### config.mk
export PLATFORM = sky130hd
export DESIGN_NAME = apb_gen_capture
export DESIGN_NICKNAME = d
export VERILOG_FILES = /design/src/rtl/apb_gen_capture_pkg.sv /design/src/rtl/apb_gen_capture_sync_fifo.sv /design/src/rtl/apb_gen_capture.sv
export SDC_FILE = /design/constraint.sdc
export NUM_CORES = 1
export LEC_CHECK = 0
export ABC_CLOCK_PERIOD_IN_PS = 6800
export CAP_MARGIN = 20
export CELL_PAD_IN_SITES_DETAIL_PLACEMENT = 1
export CELL_PAD_IN_SITES_GLOBAL_PLACEMENT = 1
export CORE_ASPECT_RATIO = 0.75
export CORE_MARGIN = 1
export CORE_UTILIZATION = 40
export DETAILED_ROUTE_END_ITERATION = 8
export HOLD_SLACK_MARGIN = 0.05
export PLACE_DENSITY = 0.8
export SLEW_MARGIN = 30
export SYNTH_ARGS = -nofsm -noshare
export SYNTH_HDL_FRONTEND = slang
export SYNTH_SLANG_ARGS = --single-unit
### constraint.sdc
create_clock -name clk -period 6.8 [get_ports clk]
set_input_delay 1.02 -clock clk [delete_from_list [all_inputs] [get_ports clk]]
set_output_delay 1.02 -clock clk [all_outputs]
set_load 0.05 [all_outputs]
### src/rtl/apb_gen_capture_pkg.sv
// Register map and bit positions shared by the capture slave and its FIFO.
package apb_gen_capture_pkg;
  localparam logic [7:0] ADDR_CTRL   = 8'h00;
  localparam logic [7:0] ADDR_STATUS = 8'h04;
  localparam logic [7:0] ADDR_DATA   = 8'h08;
  localparam logic [7:0] ADDR_COUNT  = 8'h0C;

  localparam int CTRL_RUN    = 0;
  localparam int CTRL_CLR    = 1;
  localparam int CTRL_IRQ_EN = 2;

  localparam int ST_EMPTY = 0;
  localparam int ST_FULL  = 1;
  localparam int ST_DONE  = 2;
  localparam int ST_OVF   = 3;
  localparam int ST_LEVEL = 8;

  localparam logic [15:0] COUNT_MAX = 16'hFFFF;
endpackage

### src/rtl/apb_gen_capture_sync_fifo.sv
// Sample FIFO with first-word-fall-through head; pointers carry an extra MSB
// so full and empty are distinguishable without a separate counter.
module sync_fifo
  import apb_gen_capture_pkg::*;
#(
  parameter int DEPTH = 16,
  parameter int WIDTH = 8,
  parameter int LW    = $clog2(DEPTH) + 1
) (
  input  logic             clk,
  input  logic             rst_h,
  input  logic             push,
  input  logic             pop,
  input  logic             flush,
  input  logic [WIDTH-1:0] din,
  output logic [WIDTH-1:0] head,
  output logic [LW-1:0]    level,
  output logic             full,
  output logic             empty
);
  localparam int AW = LW - 1;

  logic [WIDTH-1:0] mem_q [DEPTH];
  logic [LW-1:0]    wptr_q;
  logic [LW-1:0]    rptr_q;
  logic             do_push;
  logic             do_pop;

  assign level   = wptr_q - rptr_q;
  assign empty   = (wptr_q == rptr_q);
  assign full    = (wptr_q[AW] != rptr_q[AW]) && (wptr_q[AW-1:0] == rptr_q[AW-1:0]);
  assign head    = mem_q[rptr_q[AW-1:0]];
  // A pop frees the slot in the same cycle, so a full FIFO still accepts a push.
  assign do_pop  = pop & ~empty;
  assign do_push = push & (~full | do_pop);

  always_ff @(posedge clk or posedge rst_h) begin
    if (rst_h) begin
      wptr_q <= '0;
      rptr_q <= '0;
    end else if (flush) begin
      wptr_q <= '0;
      rptr_q <= '0;
    end else begin
      if (do_push) wptr_q <= wptr_q + 1'b1;
      if (do_pop)  rptr_q <= rptr_q + 1'b1;
    end
  end

  always_ff @(posedge clk) begin
    if (do_push && !flush) mem_q[wptr_q[AW-1:0]] <= din;
  end
endmodule

### src/rtl/apb_gen_capture.sv
// APB3 slave that runs the code generator, buffers its samples and reports
// status, sample count and a level interrupt to software.
module apb_gen_capture
  import apb_gen_capture_pkg::*;
#(
  parameter int DEPTH = 16,
  parameter int LW    = $clog2(DEPTH) + 1
) (
  input  logic        clk,
  input  logic        rst_h,
  input  logic        psel,
  input  logic        penable,
  input  logic        pwrite,
  input  logic [7:0]  paddr,
  input  logic [31:0] pwdata,
  output logic [31:0] prdata,
  output logic        pready,
  output logic        pslverr,
  output logic        gen_ena,
  input  logic [7:0]  gen_data,
  input  logic        gen_stop,
  output logic        irq
);
  localparam logic [LW-1:0] HALF = LW'(DEPTH / 2);

  logic        run_q, irq_en_q, done_q, ovf_q, irq_q;
  logic [15:0] count_q;
  logic        access, ctrl_wr, clr, pop, cap, fits;
  logic [7:0]  addr;
  logic [7:0]  head;
  logic [LW-1:0] level;
  logic        full, empty;
  logic [31:0] status;
  logic [31:0] rdata;
  logic        err;
  logic        unused_bits;

  assign unused_bits = ^{paddr[1:0], pwdata[31:3]};

  assign access  = psel & penable;
  assign addr    = {paddr[7:2], 2'b00};
  assign ctrl_wr = access & pwrite & (addr == ADDR_CTRL);
  assign clr     = ctrl_wr & pwdata[CTRL_CLR];
  assign pop     = access & ~pwrite & (addr == ADDR_DATA) & ~empty;
  assign cap     = run_q & ~gen_stop;
  assign fits    = ~full | pop;

  always_comb begin
    status           = '0;
    status[ST_EMPTY] = empty;
    status[ST_FULL]  = full;
    status[ST_DONE]  = done_q;
    status[ST_OVF]   = ovf_q;
    status[ST_LEVEL +: LW] = level;
  end

  // Errored accesses and writes return zero; only good reads drive data.
  always_comb begin
    rdata = '0;
    err   = 1'b0;
    if (access) begin
      case (addr)
        ADDR_CTRL: begin
          if (!pwrite) begin
            rdata[CTRL_RUN]    = run_q;
            rdata[CTRL_IRQ_EN] = irq_en_q;
          end
        end
        ADDR_STATUS: if (pwrite) err = 1'b1; else rdata = status;
        ADDR_DATA:   if (pwrite || empty) err = 1'b1; else rdata = {24'd0, head};
        ADDR_COUNT:  if (pwrite) err = 1'b1; else rdata = {16'd0, count_q};
        default:     err = 1'b1;
      endcase
    end
  end

  assign prdata  = rdata;
  assign pslverr = err;
  assign pready  = 1'b1;
  assign gen_ena = run_q;
  assign irq     = irq_q;

  sync_fifo #(.DEPTH(DEPTH), .WIDTH(8), .LW(LW)) u_fifo (
    .clk   (clk),
    .rst_h (rst_h),
    .push  (cap & ~clr),
    .pop   (pop),
    .flush (clr),
    .din   (gen_data),
    .head  (head),
    .level (level),
    .full  (full),
    .empty (empty)
  );

  always_ff @(posedge clk or posedge rst_h) begin
    if (rst_h) begin
      run_q    <= 1'b0;
      irq_en_q <= 1'b0;
      done_q   <= 1'b0;
      ovf_q    <= 1'b0;
      irq_q    <= 1'b0;
      count_q  <= '0;
    end else begin
      irq_q <= irq_en_q & (done_q | ovf_q | (level >= HALF));
      if (run_q && gen_stop) begin
        done_q <= 1'b1;
        run_q  <= 1'b0;
      end
      if (clr) begin
        done_q  <= 1'b0;
        ovf_q   <= 1'b0;
        count_q <= '0;
      end else if (cap) begin
        if (!fits) ovf_q <= 1'b1;
        else if (count_q != COUNT_MAX) count_q <= count_q + 16'd1;
      end
      // A software write overrides a coincident end-of-sequence.
      if (ctrl_wr) begin
        run_q    <= pwdata[CTRL_RUN];
        irq_en_q <= pwdata[CTRL_IRQ_EN];
        if (pwdata[CTRL_RUN]) done_q <= 1'b0;
      end
    end
  end
endmodule

Yosys cells after proc, flatten, opt, wreduce, memory -nomap -nowiden. Memory sizes are Yosys's and may differ from the RTL's. Cells that the tools add are included.

Add/sub/neg operators: 4. Order comparisons: 1. Equality and inequality tests: 8. Muxes and demuxes: 33. Bitwise operators: 21. Reduce and logical (&&, ||, !) cells: 15.

Operators with widths (count): $pmux W29 S3 (1); $mux W16 (5); $mux W32 (1); $mux W5 (4); $add A16 B1 Y16 const B (1); $mux W1 (16); $ne A16 B16 Y1 const B (1); $mux W13 (1); $and A1 B1 Y1 (12); $eq A6 B2 Y1 const B (2); $reduce_bool A2 Y1 (6); $add A5 B1 Y5 const B (2); $logic_not A8 Y1 (1); $mux W8 (1); $pmux W1 S4 (2); $eq A6 B1 Y1 const B (1); $pmux W1 S3 (2); $eq A5 B5 Y1 (1); $ge A5 B4 Y1 const B (1); $not A1 Y1 (5); $sub A5 B5 Y5 (1); $eq A4 B4 Y1 (1); $or A1 B1 Y1 (4); $logic_and A1 B1 Y1 (3); other kinds (7) (7).

Bits in registers: 31. Memory bits (writable): 128. Input port bits: 54. Output and inout bits: 36. Logic and storage cells: 91. Memories: 1.

Memory list: u_fifo.mem_q (words 16, bits a word 8, read ports 1, clocked after Yosys merged registers in 0, write ports 1, RTL line apb_gen_capture_sync_fifo.sv:23) `logic [WIDTH-1:0] mem_q [DEPTH];`.

Depth between registers and ports, before layout.
Depth after elaboration: 10. Mapped depth: 11. Depth with buffers taken out: 9.

By module. Synthesis repeated with hierarchy kept, for this count alone.

Cell total of the unflattened synthesis: 509. Area, all modules: 7354.6 sq um.

By module, submodules not included: sync_fifo (times used 1, cells each 312, area an instance 5748.0 sq um); apb_gen_capture (times used 1, cells each 197, area an instance 1606.5 sq um).

Worst setup path after synthesis. No wires, ideal clock.

Path kind: reg2out. From: register u_fifo.rptr_q[1]. To: output port prdata[1]. Data arrival time: 3.410 ns. Required time: 5.780 ns. Slack: 2.370 ns. Stages on the path, launching flop included: 12. Path buffers: 4. Cells stage by stage: dfrtp_1 -> clkbuf_1 -> buf_1 -> clkbuf_1 -> inv_1 -> ha_1 -> and4_1 -> a211oi_1 -> and2_1 -> buf_2 -> nand3_1 -> o21ai_0.

Cells in the longest elaborated chain, start to end: 5. Elaborated cells between the ends (all ways): 9.

RTL lines: start: declaration (RTL line apb_gen_capture_sync_fifo.sv:25) `logic [LW-1:0] rptr_q;`; start signal: assignment (RTL line apb_gen_capture_sync_fifo.sv:46) `if (do_pop) rptr_q <= rptr_q + 1'b1;`; parallel branches: the longest is 3 deep, another holds $mem_v2 Z16 W8; $pmux W1 S3 * (RTL line apb_gen_capture.sv:62) `case (addr)`; $mux W32 * (RTL line apb_gen_capture.sv:61) `if (access) begin`; end: declaration (RTL line apb_gen_capture.sv:16) `output logic [31:0] prdata,`.

Mark *: on every way between the ends.

Worst setup path after layout.
From: register u_fifo.rptr_q[3]. To: output port prdata[3].

Cells in the longest elaborated chain, start to end: 5. Elaborated cells between the ends (all ways): 6.

RTL lines: parallel branches: the longest is 2 deep, another holds $mem_v2 Z16 W8; $mux W8 * (RTL line apb_gen_capture.sv:70) `ADDR_DATA: if (pwrite || empty) err = 1'b1; else rdata = {24'd0, head};`; $pmux W29 S3 * (RTL line apb_gen_capture.sv:62); $mux W32 * (RTL line apb_gen_capture.sv:61).

Marked as above.

==> results.json <==
{
  "drv_cap": 0,
  "holdBufCountCts": 0,
  "grt_usage": 0.212,
  "p_per_area_mw_per_mm2": 247,
  "ant_nets": 0,
  "diodes": 0,
  "synth_top_family_by_area": "simple AND/OR/NAND/NOR gates",
  "port_buffers": 41,
  "routed_wl_mm": 18.3,
  "total_power_uw": 2090,
  "cts_setup_buffers": 0,
  "synthXorXnorAreaFrac": 0.0157,
  "max_slew_margin": 0.372,
  "slowest_stage": "clkdlybuf4s50_1",
  "required_ps": 5780,
  "antenna_found_initial": 0,
  "synthAdderAreaFrac": 0.0200,
  "clockRootBuffer": "clkbuf_16",
  "synth_area_mm2": 0.00726,
  "start_util": 0.410,
  "clock_latency_ps": 440,
  "layout.cells.non_filler": 808,
  "die_w_um": 158,
  "setup_violations": 0,
  "cts_tree": "yes",
  "power.leakage_uw": 0.00299,
  "cp_top_family": "buffers and inverters",
  "place.gp.congestion": 0.826,
  "drc": 0,
  "slew_violations": 0,
  "yosys.area_share.simple": 0.117,
  "grt_setup_unrepaired": "no",
  "worst_ep_arrival_time_ps": 4660,
  "outcome": "completed",
  "syn2layout_area_growth_pct": 16.4,
  "io_pins": 90,
  "final_nets": 618,
  "post-place-cells": 776,
  "synthMuxAreaShare": 0.115,
  "ys_seq_area_frac": 0.636,
  "syn_inst": 508,
  "core_mm2": 0.0177,
  "ys_async_sr_fraction": 0.195,
  "vias": 4553,
  "critical-path-max-stage-delay_ps": 860,
  "end_kind": "primary output",
  "grt_pass1_vias": 4813,
  "clock_path_buffers": 2,
  "overflow": 0,
  "clock_sinks": 159,
  "regArea_mm2": 0.00462,
  "ys_seq_elements": 159,
  "viasPerCell": 5.63,
  "multiInputGateArea_mm2": 0.00244,
  "max_freq_mhz": 176,
  "wire_per_inst_um": 22.6,
  "fin_crit_ps": 5680,
  "grt_first_pass_wirelength_mm": 28.2,
  "cp_cell_sequence": "inv_2 > ha_1 > and4_1 > a211oi_1 > and2_1 > nand3_1 > o21ai_0 > clkdlybuf4s50_1",
  "fp-row-count": 42,
  "cts.reportedPaths.clkPinSlew_ps": 60,
  "synth_edf_count": 128,
  "ys.flop_type": "edfxtp_1",
  "drive_above_1_share": 0.152,
  "synth_compound_area_frac": 0.0570,
  "grt_max_degree": 35,
  "fin_crit_sh": 0.836,
  "hpwl_mm": 12.4,
  "finalSetupTns_ps": 0,
  "critPathKind": "flop to primary output",
  "ir_drop_uv": 152,
  "hp-class": "flop to flop",
  "syn_area_per_cell_um2": 14.3,
  "path_max_fanout": 19,
  "dr.first_iter.drc_count": 385,
  "tightest_slew_ps": 938,
  "htreeDepth": 4,
  "final.setup_skew_ps": 8.09,
  "synth_cell_type_count": 53,
  "cts_resized": 0,
  "synth-warning-count": 0,
  "cp_num_buf_inv": 2,
  "fill_cells": 1785,
  "design.die.area_mm2": 0.0187,
  "cts_inserted_buffers": 17,
  "hold_viol_final": 0,
  "crit_path_start_kind": "flop",
  "die_y_um": 119,
  "dr.pass1.iters": 5
}
## cells in the final DEF, fill, tap and decap left out, types with 9 or more instances in the layout
cell type,count
nand2_1,43
nor2_1,25
a21oi_1,19
xnor2_1,9
conb_1,17
dfrtp_1,30
edfxtp_1,128
clkbuf_16,17
buf_4,10
o21ai_0,14
nand3_1,27
ha_1,10
nor3_1,12
clkdlybuf4s50_1,41
mux2i_1,10
inv_1,11
and3_1,12
mux4_2,32
## per-layer routing
| layer | GRT usage | up-vias | share of wire |
|---|---|---|---|
| li1 | - | 2011 | - |
| met1 | 0.297 | 2334 | 0.45 |
| met2 | 0.319 | 183 | 0.46 |
| met3 | 0.0513 | 25 | 0.076 |
| met4 | 0.0850 | 0 | 0.014 |
| met5 | 0 | - | 0 |
## cells by family after synthesis
family                     after synthesis
DFF                                    159
other                                    2
adders and majority gates               11
buffers and inverters                   53
xor gates and xnor gates                13
AOI/OAI and AO/OA                       59
and+or+nand+nor                        168
muxes                                   43
## path summary, 6_finish.rpt
check                                                  start                             to  slack (ps)  cells after the start
worst min-delay path                    irq_en_q$_DFFE_PP0N_                  irq$_DFF_PP0_         530                      1
worst max register to register  u_fifo.rptr_q[3]$_DFFE_PP0P_  u_fifo.mem_q[12][7]$_DFFE_PP_        2800                      7
worst max-delay path            u_fifo.rptr_q[3]$_DFFE_PP0P_                      prdata[3]        1120                      8
max in group asynchronous                              rst_h   u_fifo.rptr_q[0]$_DFFE_PP0P_        5460                      3
min in group asynchronous                              rst_h        count_q[15]$_DFFE_PP0P_         980                      3
worst min register to register          irq_en_q$_DFFE_PP0N_                  irq$_DFF_PP0_         530                      1
## power breakdown
part	internal (µW)	total [µW]	switching, µW
registers	1050	1060	5.78
clock network	514	917	402
logic	33.6	108	74.1
## per-stage QoR
step	area, µm²	worst slack (ps)	util	hold WS, ps
after floorplan	7320	2370	-	475
after global placement	7890	1540	0.445	507
after detailed placement	7890	1530	0.445	515
after CTS	8450	1230	0.477	529
after global routing	8450	903	0.477	551
final	8450	1120	0.477	529
## cells in the mapped netlist (2+ instances only)
cell type  number  area share
edfxtp_1      128        0.53
nand2_1        43       0.022
mux4_2         32       0.099
dfrtp_1        31        0.11
nand3_1        27       0.019
nor2_1         26       0.013
a21oi_1        19       0.013
buf_4          18       0.019
clkbuf_1       14      0.0072
o21ai_0        14      0.0097
nor3_1         13      0.0090
and3_1         12       0.010
inv_1          11      0.0057
ha_1           10       0.017
mux2i_1        10       0.014
xnor2_1         9       0.011
nand4_1         8      0.0069
or3_1           7      0.0060
nor2b_1         6      0.0052
nor4_1          6      0.0052
and2_1          5      0.0043
a211oi_1        4      0.0041
a32o_1          4      0.0055
buf_2           4      0.0028
xor2_1          4      0.0048
and4_1          3      0.0036
buf_1           3      0.0016
nand2b_1        3      0.0026
o31ai_1         3      0.0031
or4_1           3      0.0031
a22o_1          2      0.0024
conb_1          2      0.0010
inv_2           2      0.0010
o21a_1          2      0.0021
or2_2           2      0.0017
## registers in the layout, indices dropped and copies added, names as in the netlist
| signal | count |
|---|---|
| count_q | 16 |
| done_q | 1 |
| gen_ena | 1 |
| irq | 1 |
| irq_en_q | 1 |
| ovf_q | 1 |
| u_fifo.mem_q | 128 |
| u_fifo.rptr_q | 5 |
| u_fifo.wptr_q | 5 |
## layout make-up
class | instances | area share
sequential | 159 | 0.547
multi-input combinational | 311 | 0.288
timing repair buffer | 51 | 0.0574
clock buffer | 19 | 0.0524
tap | 242 | 0.0358
clock inverter | 13 | 0.0136
inverter | 13 | 0.00577
Note: power is estimated with default switching activity, not from simulation.
